==> config.mk <==
export PLATFORM = sky130hd
export DESIGN_NAME = conv_layer_scheduler
export DESIGN_NICKNAME = d
export VERILOG_FILES = /design/src/rtl/conv_layer_scheduler.sv
export SDC_FILE = /design/constraint.sdc
export NUM_CORES = 1
export LEC_CHECK = 0
export ABC_AREA = 1
export BUFFER_PORTS_ARGS = -buffer_cell sky130_fd_sc_hd__buf_2
export CORE_MARGIN = 2
export CORE_UTILIZATION = 55
export CTS_BUF_LIST = sky130_fd_sc_hd__clkbuf_8
export DETAILED_ROUTE_END_ITERATION = 8
export PLACE_DENSITY = 0.75
export SETUP_SLACK_MARGIN = 0.5
export SLEW_MARGIN = 20
export SYNTH_ARGS = -nofsm -noshare
export SYNTH_HDL_FRONTEND = slang
export SYNTH_SLANG_ARGS = --single-unit
==> constraint.sdc <==
create_clock -name clk -period 2.45 [get_ports clk]
set_clock_uncertainty 0.05 [all_clocks]
set_input_delay 0.735 -clock clk [delete_from_list [all_inputs] [get_ports clk]]
set_output_delay 0.735 -clock clk [all_outputs]
set_load 0.05 [all_outputs]
==> src/rtl/conv_layer_scheduler.sv <==
// Layer-pass scheduler for a convolution engine.
// Walks every kernel of a layer: it loads the weight bank, restarts the
// convolution controller, then collects the pixel results into the output
// buffer. Up to three results can wait while the buffer is full; any result
// beyond that is dropped and raises a sticky overflow flag.
module conv_layer_scheduler #(
  parameter int ADDR_WIDTH = 10,
  parameter int KSEL_WIDTH = 4
) (
  input  logic                  clk,
  input  logic                  rst_n,
  input  logic                  start,
  input  logic [KSEL_WIDTH-1:0] cfg_num_kernel,
  input  logic [ADDR_WIDTH-1:0] cfg_pix_per_map,
  output logic                  weight_load_req,
  input  logic                  weight_load_ack,
  output logic [KSEL_WIDTH-1:0] weight_bank_sel,
  output logic                  conv_enable,
  output logic                  conv_rst_n,
  input  logic                  kernel_calc_fin,
  input  logic                  out_buf_full,
  output logic                  out_buf_wr_en,
  output logic [ADDR_WIDTH-1:0] out_buf_addr,
  output logic                  busy,
  output logic                  done,
  output logic                  overflow
);

  // state   | meaning
  // IDLE    | waiting for start
  // LOAD_W  | weight bank load requested, waiting for ack
  // RESTART | convolution controller held in restart for one cycle
  // RUN     | collecting pixel results and writing them out
  // NEXT_K  | kernel finished, pick next kernel or finish
  // DONE    | one-cycle done pulse
  typedef enum logic [2:0] {
    IDLE, LOAD_W, RESTART, RUN, NEXT_K, DONE
  } state_t;

  state_t                state;
  logic [KSEL_WIDTH-1:0] cfg_nk;
  logic [ADDR_WIDTH-1:0] cfg_np;
  logic [KSEL_WIDTH-1:0] kidx;
  logic [ADDR_WIDTH-1:0] pix_cnt;
  logic [1:0]            pending;

  logic                  fin_ok;
  logic                  last_wr;
  logic                  issue;
  logic [1:0]            pending_nxt;

  assign weight_bank_sel = kidx;
  assign out_buf_addr    = pix_cnt;

  // Write issue decision; no new write is issued while the kernel's last write is on the bus
  always_comb begin
    fin_ok      = kernel_calc_fin && (pending != 2'd3);
    last_wr     = out_buf_wr_en && (pix_cnt == cfg_np);
    issue       = (state == RUN) && !out_buf_full && ((pending != 2'd0) || fin_ok) && !last_wr;
    pending_nxt = pending + 2'(fin_ok) - 2'(issue);
  end

  // Sequencer FSM with all outputs registered
  always_ff @(posedge clk or negedge rst_n) begin
    if (!rst_n) begin
      state           <= IDLE;
      cfg_nk          <= '0;
      cfg_np          <= '0;
      kidx            <= '0;
      pix_cnt         <= '0;
      pending         <= '0;
      weight_load_req <= 1'b0;
      conv_enable     <= 1'b0;
      conv_rst_n      <= 1'b1;
      out_buf_wr_en   <= 1'b0;
      busy            <= 1'b0;
      done            <= 1'b0;
      overflow        <= 1'b0;
    end else begin
      done          <= 1'b0;
      out_buf_wr_en <= 1'b0;
      conv_rst_n    <= 1'b1;
      case (state)
        IDLE: begin
          if (start) begin
            cfg_nk          <= cfg_num_kernel;
            cfg_np          <= cfg_pix_per_map;
            kidx            <= '0;
            pix_cnt         <= '0;
            pending         <= '0;
            overflow        <= 1'b0;
            weight_load_req <= 1'b1;
            busy            <= 1'b1;
            state           <= LOAD_W;
          end
        end
        LOAD_W: begin
          if (weight_load_ack) begin
            weight_load_req <= 1'b0;
            conv_rst_n      <= 1'b0;
            state           <= RESTART;
          end
        end
        RESTART: begin
          conv_enable <= !out_buf_full && (pending == 2'd0);
          state       <= RUN;
        end
        RUN: begin
          pending       <= pending_nxt;
          out_buf_wr_en <= issue;
          if (kernel_calc_fin && (pending == 2'd3)) overflow <= 1'b1;
          if (last_wr) begin
            pix_cnt     <= '0;
            conv_enable <= 1'b0;
            state       <= NEXT_K;
          end else begin
            if (out_buf_wr_en) pix_cnt <= pix_cnt + ADDR_WIDTH'(1);
            conv_enable <= !out_buf_full && (pending_nxt == 2'd0);
          end
        end
        NEXT_K: begin
          if (kidx == cfg_nk) begin
            done  <= 1'b1;
            state <= DONE;
          end else begin
            kidx            <= kidx + KSEL_WIDTH'(1);
            weight_load_req <= 1'b1;
            state           <= LOAD_W;
          end
        end
        DONE: begin
          busy  <= 1'b0;
          state <= IDLE;
        end
        default: state <= IDLE;
      endcase
    end
  end

endmodule

==> impl_metrics.env <==
export IMPL_run_status="complete, no violations"
export IMPL_clock_sinks=40
export IMPL_fin_ws_ns=0.1706
export IMPL_clock_tree_buffer_depth=2
export IMPL_coreArea_um2=3689
export IMPL_clk_latency_ns=0.29
export IMPL_antenna_found_initial=0
export IMPL_first_pass_iters=6
export IMPL_syn_to_final_growth_pct=28.51
export IMPL_vias=2029
export IMPL_die_w_um=65.95
export IMPL_netlist_area_um2=2111
export IMPL_powerDensity_nw_per_um2=836.9
export IMPL_grt_max_degree=27
export IMPL_first_iter_violations=142
export IMPL_synth_seq_cells=40
export IMPL_finalWeightedCongestion=0.8494
export IMPL_place_ws_ns=-0.06076
export IMPL_grt_pass1_wl_mm=8.328
export IMPL_initial_core_util=0.5723
export IMPL_slew_headroom=0.5369
export IMPL_n_antenna_cell=0
export IMPL_fin_area_um2=2713
export IMPL_die_area_um2=4349
export IMPL_die_h_um=65.95
export IMPL_synth_edff_count=0
export IMPL_cts_made_buffers=5
export IMPL_cts_tree="built"
export IMPL_yosysUniqueCellTypes=28
export IMPL_crit_arrival_ns=2.45
export IMPL_finalWorstPathRequiredPeriod_ns=2.279
export IMPL_seq_area_frac_synth=0.4748
export IMPL_dpl_hpwl_mm=3.392
export IMPL_setup_violations=0
export IMPL_routed_via_density=5.189
export IMPL_crit_chain="inv_2, nand2_2, nand2_2, nor2_1, nand2_1, nor2_2, nand2_2, nand2_4, nor3_2, ha_1, inv_2, ha_4, or2_4, nor2_4, nand3_2, a21oi_2"
export IMPL_max_cap_violations=0
export IMPL_switchingPower_uw=937.8
export IMPL_fin_crit_sh=0.9304
export IMPL_grt_use_total=0.2506
export IMPL_intPower_uw=1332
export IMPL_switching_share=0.4131
export IMPL_synth_fa_ha_area_frac=0.02371
export IMPL_critPathMaxStageDelay_ns=0.41
export IMPL_syn_area_per_cell_um2=7.704
export IMPL_syn_num_nets=298
export IMPL_grt_pass1_vias=1850
export IMPL_cts_root_buf="clkbuf_8"
export IMPL_synth_xor_area_share=0.02905
export IMPL_seq_power_share=0.383
export IMPL_synthMuxAreaShare=0
export IMPL_drv_slew=0
export IMPL_io_buffers=40
export IMPL_route_detailed_drc=0
export IMPL_critPathLaunchType="flop"
export IMPL_ant_nets=0
export IMPL_regArea_um2=1016
export IMPL_rsz0062_at_grt="true"
export IMPL_synth_cells=274
export IMPL_clk_pin_slew_ns=0.08
export IMPL_layout_drive_gt1_share=0.3440
export IMPL_core_rowCount=22
export IMPL_timing_hold_violations_final=0
export IMPL_cp_end_kind="flop"
export IMPL_min_path_type="in2async"
export IMPL_multi_input_area_um2=987.2
export IMPL_p_clk_frac=0.200
export IMPL_tightestPinTransition_ns=0.6945
export IMPL_cp_slowest_cell="dfrtp_2"
export IMPL_async_reset_ff_frac=1.000
export IMPL_critical_path_required_ns=2.62
export IMPL_ios=41
export IMPL_drt_wl_total_mm=5.081
export IMPL_synthFlopType="dfrtp_1"
export IMPL_power_frac_comb=0.417
export IMPL_holdBufCountCts=0
export IMPL_yosys_warnings=0
export IMPL_dpl_cell_area_um2=2416
export IMPL_worstPathMaxFanout=5
export IMPL_max_freq_ghz=0.4387
export IMPL_synth_compound_area_frac=0.09188
export IMPL_htree_levels=2
export IMPL_hold_ws_ns=0.3560
export IMPL_nNetsFinal=366
export IMPL_synth_simple_area_share=0.2899
export IMPL_critical_path_class="reg2reg"
export IMPL_peakVddDrop_uv=713.0
export IMPL_power_leakage_uw=0.001441
export IMPL_synth_top_family_by_area="simple AND/OR/NAND/NOR gates"
export IMPL_crit_top_cell="nand2_2"
export IMPL_fillCellCount=305
export IMPL_wire_per_inst_um=12.99
export IMPL_gr_total_overflow=0
==> routing by layer <==
layer	vias up	track usage	wire [um]
li1	998	-	-
met1	966	0.3241	2241
met2	56	0.4205	2523
met3	9	0.06133	255
met4	0	0.06888	61
met5	-	0	0
==> sequential cells by signal, summed over array words and instances, names as in the netlist <==
name and flops:
conv_enable 1, cfg_nk 4, done 1, weight_load_req 1, conv_rst_n 1, weight_bank_sel 4
busy 1, state 3, out_buf_addr 10, pending 2, out_buf_wr_en 1, overflow 1
cfg_np 10
==> final timing paths <==
check / endpoint / depth (start not counted) / from / slack (ns)
min in group clk: busy / 2 / busy / 0.46
min reg2reg: busy / 2 / busy / 0.46
min: cfg_np[3] / 1 / rst_n / 0.36
max: conv_enable / 16 / out_buf_addr[7] / 0.17
max in group asynchronous: out_buf_addr[1] / 2 / rst_n / 1.45
max reg2reg: conv_enable / 16 / out_buf_addr[7] / 0.17
==> kinds of logic (layout without fill, tap and decap cells) <==
logic type | after synthesis | in the layout
flip-flops | 40 | 40
XOR/XNOR | 7 | 7
adder cells (fa/ha/maj) | 4 | 4
AND/OR/NAND/NOR | 138 | 138
buffers and inverters | 48 | 117
AO/OA/AOI/OAI | 37 | 37
==> power by group through the flow <==
stage	combinational [uW]	sequential, uW	clock [uW]
2_1_floorplan	319	1080	0
3_3_place_gp	693	881	0
3_5_place_dp	705	883	0
4_1_cts	747	874	466
5_1_grt	1020	883	490
6_report	947	869	455
==> worst max-delay path, delay by kind of cell (launching register included) <==
kind	cells	cell delay [ns]
buffers and inverters	2	0.12
AOI/OAI and AO/OA	1	0.14
DFF	1	0.41
adders and majority gates	2	0.49
and+or+nand+nor	11	0.99
==> metrics by stage <==
stage,cells,TNS [ns],utilization,total power (uW)
6_report,391,0,0.7354,2270
5_1_grt,391,0,0.7354,2396
3_5_place_dp,365,-0.06076,0.6550,1588
4_1_cts,383,0,0.7052,2087
2_1_floorplan,274,0,-,1402
3_3_place_gp,365,0,0.6550,1574
==> layout by cell type, fill, tap and decap left out <==
cell type,count
buf_6,1
o21ai_2,1
buf_2,40
nor4_2,2
buf_4,24
a21oi_2,1
ha_4,1
nand3_2,1
nand2_2,10
ha_1,3
nand3_1,12
a21boi_0,1
or2_0,2
clkinv_2,2
inv_2,9
or2_4,1
o21ai_0,18
nor2_2,1
nor2_4,2
nor3_2,1
nor2_1,18
inv_1,35
clkbuf_8,6
xnor2_1,1
xor2_1,5
o211ai_1,1
dfrtp_2,11
nand2_4,2
nor4_1,1
dfstp_2,1
dfrtp_1,28
nand2_1,74
o21ai_1,3
nand4_1,7
a21oi_1,12
xnor2_2,1
nor3_1,3
nand3b_1,1
==> layout make-up <==
class / instances / share of cell area
sequential: 40 / 0.3745
multi-input combinational: 186 / 0.3639
timing repair buffer: 65 / 0.1444
inverter: 44 / 0.06089
clock buffer: 6 / 0.03044
tap: 48 / 0.02214
clock inverter: 2 / 0.003690
==> repair_timing <==
item | CTS | global route
resized for setup | 8 | 14
pin swaps | 10 | 8
endpoints found under the hold margin | 0 | 0
buffers inserted | 10 | 8
setup endpoints to repair | 3 | 13
==> synth_stat cells (2+ instances only) <==
cell	number	area share
a21oi_1	13	0.031
buf_2	3	0.0071
dfrtp_1	39	0.46
ha_1	4	0.024
inv_1	39	0.069
inv_2	5	0.0089
nand2_1	79	0.14
nand2_2	6	0.018
nand3_1	13	0.031
nand4_1	7	0.021
nor2_1	20	0.036
nor3_1	4	0.0095
nor4_1	2	0.0059
o21ai_0	20	0.047
or2_0	2	0.0059
xnor2_1	2	0.0083
xor2_1	5	0.021
(Power assumes the default switching activity.)
